[config.mk]
export PLATFORM = sky130hd
export DESIGN_NAME = rand_arbiter
export DESIGN_NICKNAME = d
export VERILOG_FILES = /design/src/rtl/rand_arbiter_pkg.sv /design/src/rtl/rand_lfsr64.sv /design/src/rtl/rand_arbiter.sv
export SDC_FILE = /design/constraint.sdc
export NUM_CORES = 1
export LEC_CHECK = 0
export CELL_PAD_IN_SITES_DETAIL_PLACEMENT = 1
export CELL_PAD_IN_SITES_GLOBAL_PLACEMENT = 1
export CORE_MARGIN = 5
export CORE_UTILIZATION = 44
export DETAILED_ROUTE_END_ITERATION = 7
export PLACE_DENSITY = 0.81
export SYNTH_ARGS = -nofsm -noshare
export SYNTH_HDL_FRONTEND = slang
export SYNTH_HIERARCHICAL = 1
export SYNTH_SLANG_ARGS = --single-unit
[constraint.sdc]
create_clock -name clk -period 2.4 [get_ports clk]
set_input_delay 0.24 -clock clk [delete_from_list [all_inputs] [get_ports clk]]
set_output_delay 0.24 -clock clk [all_outputs]
set_load 0.02 [all_outputs]
[src/rtl/rand_arbiter_pkg.sv]
// Shared constants and types for the round-robin random word server.
package rand_arbiter_pkg;

    localparam int          LFSR_W       = 64;
    localparam logic [63:0] LFSR_POLY    = 64'h1B;
    localparam logic [63:0] DEFAULT_SEED = 64'h0c45f864_04e4684a;

    typedef enum logic [1:0] {LOAD, WARM, RUN} rand_arb_state_t;

    function automatic logic [LFSR_W-1:0] lfsr_step(input logic [LFSR_W-1:0] s);
        return {s[LFSR_W-2:0], 1'b0} ^ ({LFSR_W{s[LFSR_W-1]}} & LFSR_POLY);
    endfunction

endpackage

[src/rtl/rand_lfsr64.sv]
// 64-bit Galois LFSR; load wins over advance, otherwise the state holds.
module rand_lfsr64
    import rand_arbiter_pkg::*;
(
    input  logic              clk,
    input  logic              reset_n,
    input  logic              load,
    input  logic [LFSR_W-1:0] load_val,
    input  logic              adv,
    output logic [LFSR_W-1:0] state
);

    logic [LFSR_W-1:0] state_q, state_d;

    always_comb begin
        state_d = state_q;
        if (load) begin
            state_d = load_val;
        end else if (adv) begin
            state_d = lfsr_step(state_q);
        end
    end

    always_ff @(posedge clk or negedge reset_n) begin
        if (!reset_n) begin
            state_q <= DEFAULT_SEED;
        end else begin
            state_q <= state_d;
        end
    end

    assign state = state_q;

endmodule

[src/rtl/rand_arbiter.sv]
// Round-robin front end time-sharing one LFSR among NUM_REQ requesters.
// Define RAND_ARBITER_STATS_EN to add per-requester saturating grant counters.
module rand_arbiter
    import rand_arbiter_pkg::*;
#(
    parameter int NUM_REQ = 4,
    parameter int WIDTH   = 32,
    parameter int WARMUP  = 16
) (
    input  logic               clk,
    input  logic               reset_n,
    input  logic               seed_load,
    input  logic [63:0]        seed_val,
    input  logic [NUM_REQ-1:0] req,
    output logic [NUM_REQ-1:0] rsp_valid,
    output logic [WIDTH-1:0]   rsp_data,
    output logic               busy
`ifdef RAND_ARBITER_STATS_EN
    ,
    output logic [NUM_REQ*16-1:0] grant_cnt
`endif
);

    localparam int PTR_W = $clog2(NUM_REQ);

    rand_arb_state_t    state_q, state_d;
    logic [7:0]         warm_cnt_q, warm_cnt_d;
    logic [PTR_W-1:0]   rr_ptr_q, rr_ptr_d;
    logic [63:0]        seed_q, seed_d;
    logic [NUM_REQ-1:0] rsp_valid_q, rsp_valid_d;
    logic [WIDTH-1:0]   rsp_data_q, rsp_data_d;
    logic               busy_q, busy_d;

    logic               lfsr_load, lfsr_adv;
    logic [63:0]        lfsr_state;
    logic               lfsr_unused;

    logic [PTR_W-1:0]   winner;
    logic               any_req;

    rand_lfsr64 u_lfsr (
        .clk      (clk),
        .reset_n  (reset_n),
        .load     (lfsr_load),
        .load_val (seed_q),
        .adv      (lfsr_adv),
        .state    (lfsr_state)
    );

    // Only the low WIDTH bits leave the block; the rest is internal state.
    assign lfsr_unused = ^lfsr_state;

    always_comb begin
        logic [PTR_W-1:0] cand;
        winner  = rr_ptr_q;
        any_req = 1'b0;
        cand    = '0;
        for (int i = 1; i <= NUM_REQ; i++) begin
            cand = PTR_W'((int'(rr_ptr_q) + i) % NUM_REQ);
            if (!any_req && req[cand]) begin
                winner  = cand;
                any_req = 1'b1;
            end
        end
    end

    always_comb begin
        state_d     = state_q;
        warm_cnt_d  = warm_cnt_q;
        rr_ptr_d    = rr_ptr_q;
        seed_d      = seed_q;
        rsp_valid_d = '0;
        rsp_data_d  = rsp_data_q;
        lfsr_load   = 1'b0;
        lfsr_adv    = 1'b0;
        if (seed_load) begin
            // Reseed pre-empts any grant; the seed is captured now, applied in LOAD.
            state_d = LOAD;
            seed_d  = (seed_val == 64'd0) ? DEFAULT_SEED : seed_val;
        end else begin
            case (state_q)
                LOAD: begin
                    lfsr_load  = 1'b1;
                    warm_cnt_d = '0;
                    state_d    = WARM;
                end
                WARM: begin
                    lfsr_adv   = 1'b1;
                    warm_cnt_d = warm_cnt_q + 8'd1;
                    if (warm_cnt_q == 8'(WARMUP - 1)) begin
                        state_d = RUN;
                    end
                end
                RUN: begin
                    if (any_req) begin
                        rsp_valid_d[winner] = 1'b1;
                        rsp_data_d          = lfsr_state[WIDTH-1:0];
                        lfsr_adv            = 1'b1;
                        rr_ptr_d            = winner;
                    end
                end
                default: state_d = WARM;
            endcase
        end
        busy_d = (state_d != RUN);
    end

    always_ff @(posedge clk or negedge reset_n) begin
        if (!reset_n) begin
            state_q     <= WARM;
            warm_cnt_q  <= '0;
            rr_ptr_q    <= PTR_W'(NUM_REQ - 1);
            seed_q      <= DEFAULT_SEED;
            rsp_valid_q <= '0;
            rsp_data_q  <= '0;
            busy_q      <= 1'b1;
        end else begin
            state_q     <= state_d;
            warm_cnt_q  <= warm_cnt_d;
            rr_ptr_q    <= rr_ptr_d;
            seed_q      <= seed_d;
            rsp_valid_q <= rsp_valid_d;
            rsp_data_q  <= rsp_data_d;
            busy_q      <= busy_d;
        end
    end

    assign rsp_valid = rsp_valid_q;
    assign rsp_data  = rsp_data_q;
    assign busy      = busy_q;

`ifdef RAND_ARBITER_STATS_EN
    logic [NUM_REQ-1:0][15:0] grant_q, grant_d;

    always_comb begin
        grant_d = grant_q;
        if (seed_load) begin
            grant_d = '0;
        end else if (state_q == RUN && any_req && grant_q[winner] != 16'hFFFF) begin
            grant_d[winner] = grant_q[winner] + 16'd1;
        end
    end

    always_ff @(posedge clk or negedge reset_n) begin
        if (!reset_n) begin
            grant_q <= '0;
        end else begin
            grant_q <= grant_d;
        end
    end

    assign grant_cnt = grant_q;
`endif

endmodule

==> metrics.md <==
| Metric | Value |
|---|---|
| Starting density of the core | 0.447 |
| Routed WL per cell | 20.5 um |
| DRC violations left | 0 |
| Postcts setup bufs | 0 |
| Worst IR Drop VDD | 0.517 mV |
| Avg Cell Area, Syn | 12.5 um2 |
| CP max FO | 18 |
| Antenna fix cells | 0 |
| Area after DPL | 9080 um2 |
| Rows | 48 |
| Min cycle time layout | 2.27 ns |
| RSZ-0062 raised after global routing | no |
| GP Congestion | 0.770 |
| Hold_ws | 0.390 ns |
| HP Class | in -> async |
| Mapped cell area | 7670 um2 |
| Max Cap Viol | 0 |
| CP startpoint | state_q[0]$_DFF_PN1_ |
| Core area | 17200 um2 |
| Largest family of logic cells by synthesized area | multiplexers |
| Total Wirelength | 19.8 mm |
| CP Data Required Time | 2.70 ns |
| Placed cell count | 933 |
| First-pass GRT wire length | 32.5 mm |
| Leading cell type in the layout, fill and taps excluded | dfrtp_1 |
| Fin cells | 967 |
| Relative slew slack | 0.299 |
| Clock latency on the worst-skew pair | 0.42 ns |
| Largest stage delay on the critical path | 0.82 ns |
| Final Skew | 0.00948 ns |
| Mapped Cells | 614 |
| R2r endpoint | rsp_data[17]$_DFFE_PN0P_ |
| Mux cell area share after synthesis | 0.189 |
| Die H | 142 um |
| Drt pass-1 iters | 4 |
| Sequential-to-total area share from yosys stat | 0.586 |
| Slew @ Worst Pin | 1.05 ns |
| Largest net degree at the start of global routing | 69 |
| Crit-path cells | inv_1 > ha_1 > o41ai_2 > buf_4 > nor2_2 > mux2_1 |
| Number of vias per cell | 5.47 |
| Outcome | completed |
| Clock root buffer | clkbuf_16 |
| Top post-synthesis cells by area | dfrtp_1, dfstp_2, mux2i_1, mux2_2, mux2_1 |
| Nature of the critical path endpoint | register |
| Fin. max-slew vios | 0 |
| Initial antenna violation count | 0 |
| Die outline area | 20200 um2 |
| CTS tree | yes |
| Final instance area | 9710 um2 |
| Layout area overhead | 26.6% |
| Adder-cell area share of the yosys netlist | 0.00653 |
| GR Overflow Total | 0 |
| Final setup vio count | 0 |
| P per Cell Area | 762 nW/um2 |
| Final hold vios | 0 |
| Post-CTS sizing | 0 |
| Num ports | 108 |
| Deepest clock path buffer count | 2 |
| Clock slew at reported path FFs | 0.07 ns |
| Syn nets | 689 |
| Layout cells sized above 1 | 0.214 |
| Final net count | 804 |
| Critical-path top delay cell | nor2_2 |
| Most frequent cells in the layout | dfrtp_1, clkdlybuf4s50_1, nand2_1, o21ai_1, mux2i_1 |
| Fmax | 0.440 GHz |
| Netlist cell types | 45 |
| Via count | 5287 |
| Vias in the first global route | 6048 |
| CP Launch Type | register |
| HPWL after DPL | 13.2 mm |
| Final period util | 0.947 |
| Flop2flop setup slack | 0.13 ns |
| Buf/Inv on CP | 2 |
| Seq cells post-synth | 177 |
| Critical R2R Launch | state_q[0]$_DFF_PN1_ |
| Die X-Extent | 142 um |
| Detailed Route Iter0 Violations | 232 |
| H-tree depth | 4 |
| Crit Path Class | reg -> reg |
| Cell family with most CP delay | simple AND/OR/NAND/NOR gates |
| Clock sink count | 177 |
| WP depth | 6 |
| Post-synthesis compound-gate area fraction | 0.0948 |
| Critical Path Sink | rsp_data[17]$_DFFE_PN0P_ |
| Post-Synth XOR/XNOR Area | 0.00685 |
| Post-synth top area share | 0.408 |
| Port-buffer cells | 107 |
| Clock buffer count from CTS | 17 |
| Worst path arrival time | 2.58 ns |
| Reg2reg path depth | 6 |
| Synth warn | 6 |
| Simple-Gate Fraction of Synth Area | 0.0811 |
| Yosys top cell by area | dfrtp_1 |
| Leak | 3.97 nW |
| DRT antenna net count | 0 |
| Global Route Usage Sum | 0.204 |
## registers in the layout (all words and copies together), names as in the netlist
name and cells:
busy 1, rr_ptr_q 2, rsp_data 32, rsp_valid 4, seed_q 64, state_q 2, u_lfsr/state 64, warm_cnt_q 8
## Yosys cell counts, drive strengths merged
cell	count
a32o	1
inv	7
nand2b	2
a221oi	1
or3b	3
nor4	17
dfrtp	125
nand2	78
and2	3
a22o	3
nor2	12
o31ai	1
nor2b	3
o21bai	1
nand4b	1
o22a	24
buf	17
nor3b	1
nor3	3
nand3	3
mux2	72
mux2i	64
xnor2	3
xor2	3
clkbuf	22
ha	4
dfstp	52
o41ai	2
a21oi	6
o21ai	68
o21a	1
o211ai	3
nand4	5
and4	1
a31oi	2
## kinds of logic (layout without fill, tap and decap cells)
kind of cell,after synthesis,after routing
AND/OR/NAND/NOR,132,133
flip-flops,177,177
XOR/XNOR,6,6
buffers and inverters,46,173
adder cells (fa/ha/maj),4,4
AO/OA/AOI/OAI,113,113
multiplexers,136,136
## per-stage QoR
stage	util	setup WS [ns]	TNS [ns]	power [mW]
final	0.565	0.127	0	7.39
after floorplan	-	0.614	0	4.11
after detailed placement	0.529	-0.120	-0.249	4.53
after global routing	0.565	0.0130	0	7.71
after CTS	0.565	0.102	0	7.46
after global placement	0.529	-0.0103	-0.0858	4.46
## timing repair
item	in CTS	in global routing
hold endpoints to repair	42	0
endpoints found under the setup margin	2	0
hold buffers	1	0
## cell type report
| class | count | area (um2) |
|---|---|---|
| well taps | 225 | 282 |
| clock buffers | 22 | 464 |
| repair buffers | 134 | 1360 |
| flip-flops and latches | 177 | 4490 |
| multi-input cells | 392 | 2930 |
| fillers | 1739 | 7470 |
| clock inverters | 10 | 149 |
| inverters | 7 | 26.3 |
## worst min-delay path by stage
stage	slack, ns	cells past startpoint	endpoint	start
after CTS	0.39	2	seed_q[51]$_DFFE_PN0P_	reset_n
after floorplan	-0.06	0	rsp_data[0]$_DFFE_PN0P_	reset_n
after detailed placement	0.27	1	u_lfsr/state[55]$_DFFE_PN0P_	reset_n
final	0.39	2	warm_cnt_q[7]$_DFFE_PN0P_	reset_n
after global routing	0.39	2	seed_q[50]$_DFFE_PN1P_	seed_val[50]
after global placement	0.26	1	seed_q[55]$_DFFE_PN0P_	reset_n
## metal layers
metal	GRT usage	vias to the layer above	wire, um
met1	0.254	2749	8320
met5	0	-	0
met2	0.367	104	10600
met3	0.0417	18	661
met4	0.0455	0	229
li1	-	2416	-
## report_power, final
group	total [mW]	switching, mW	internal, mW
sequential	3.64	0.247	3.39
combinational	0.873	0.442	0.431
clock	2.88	1.17	1.71
(Power assumes the default switching activity.)
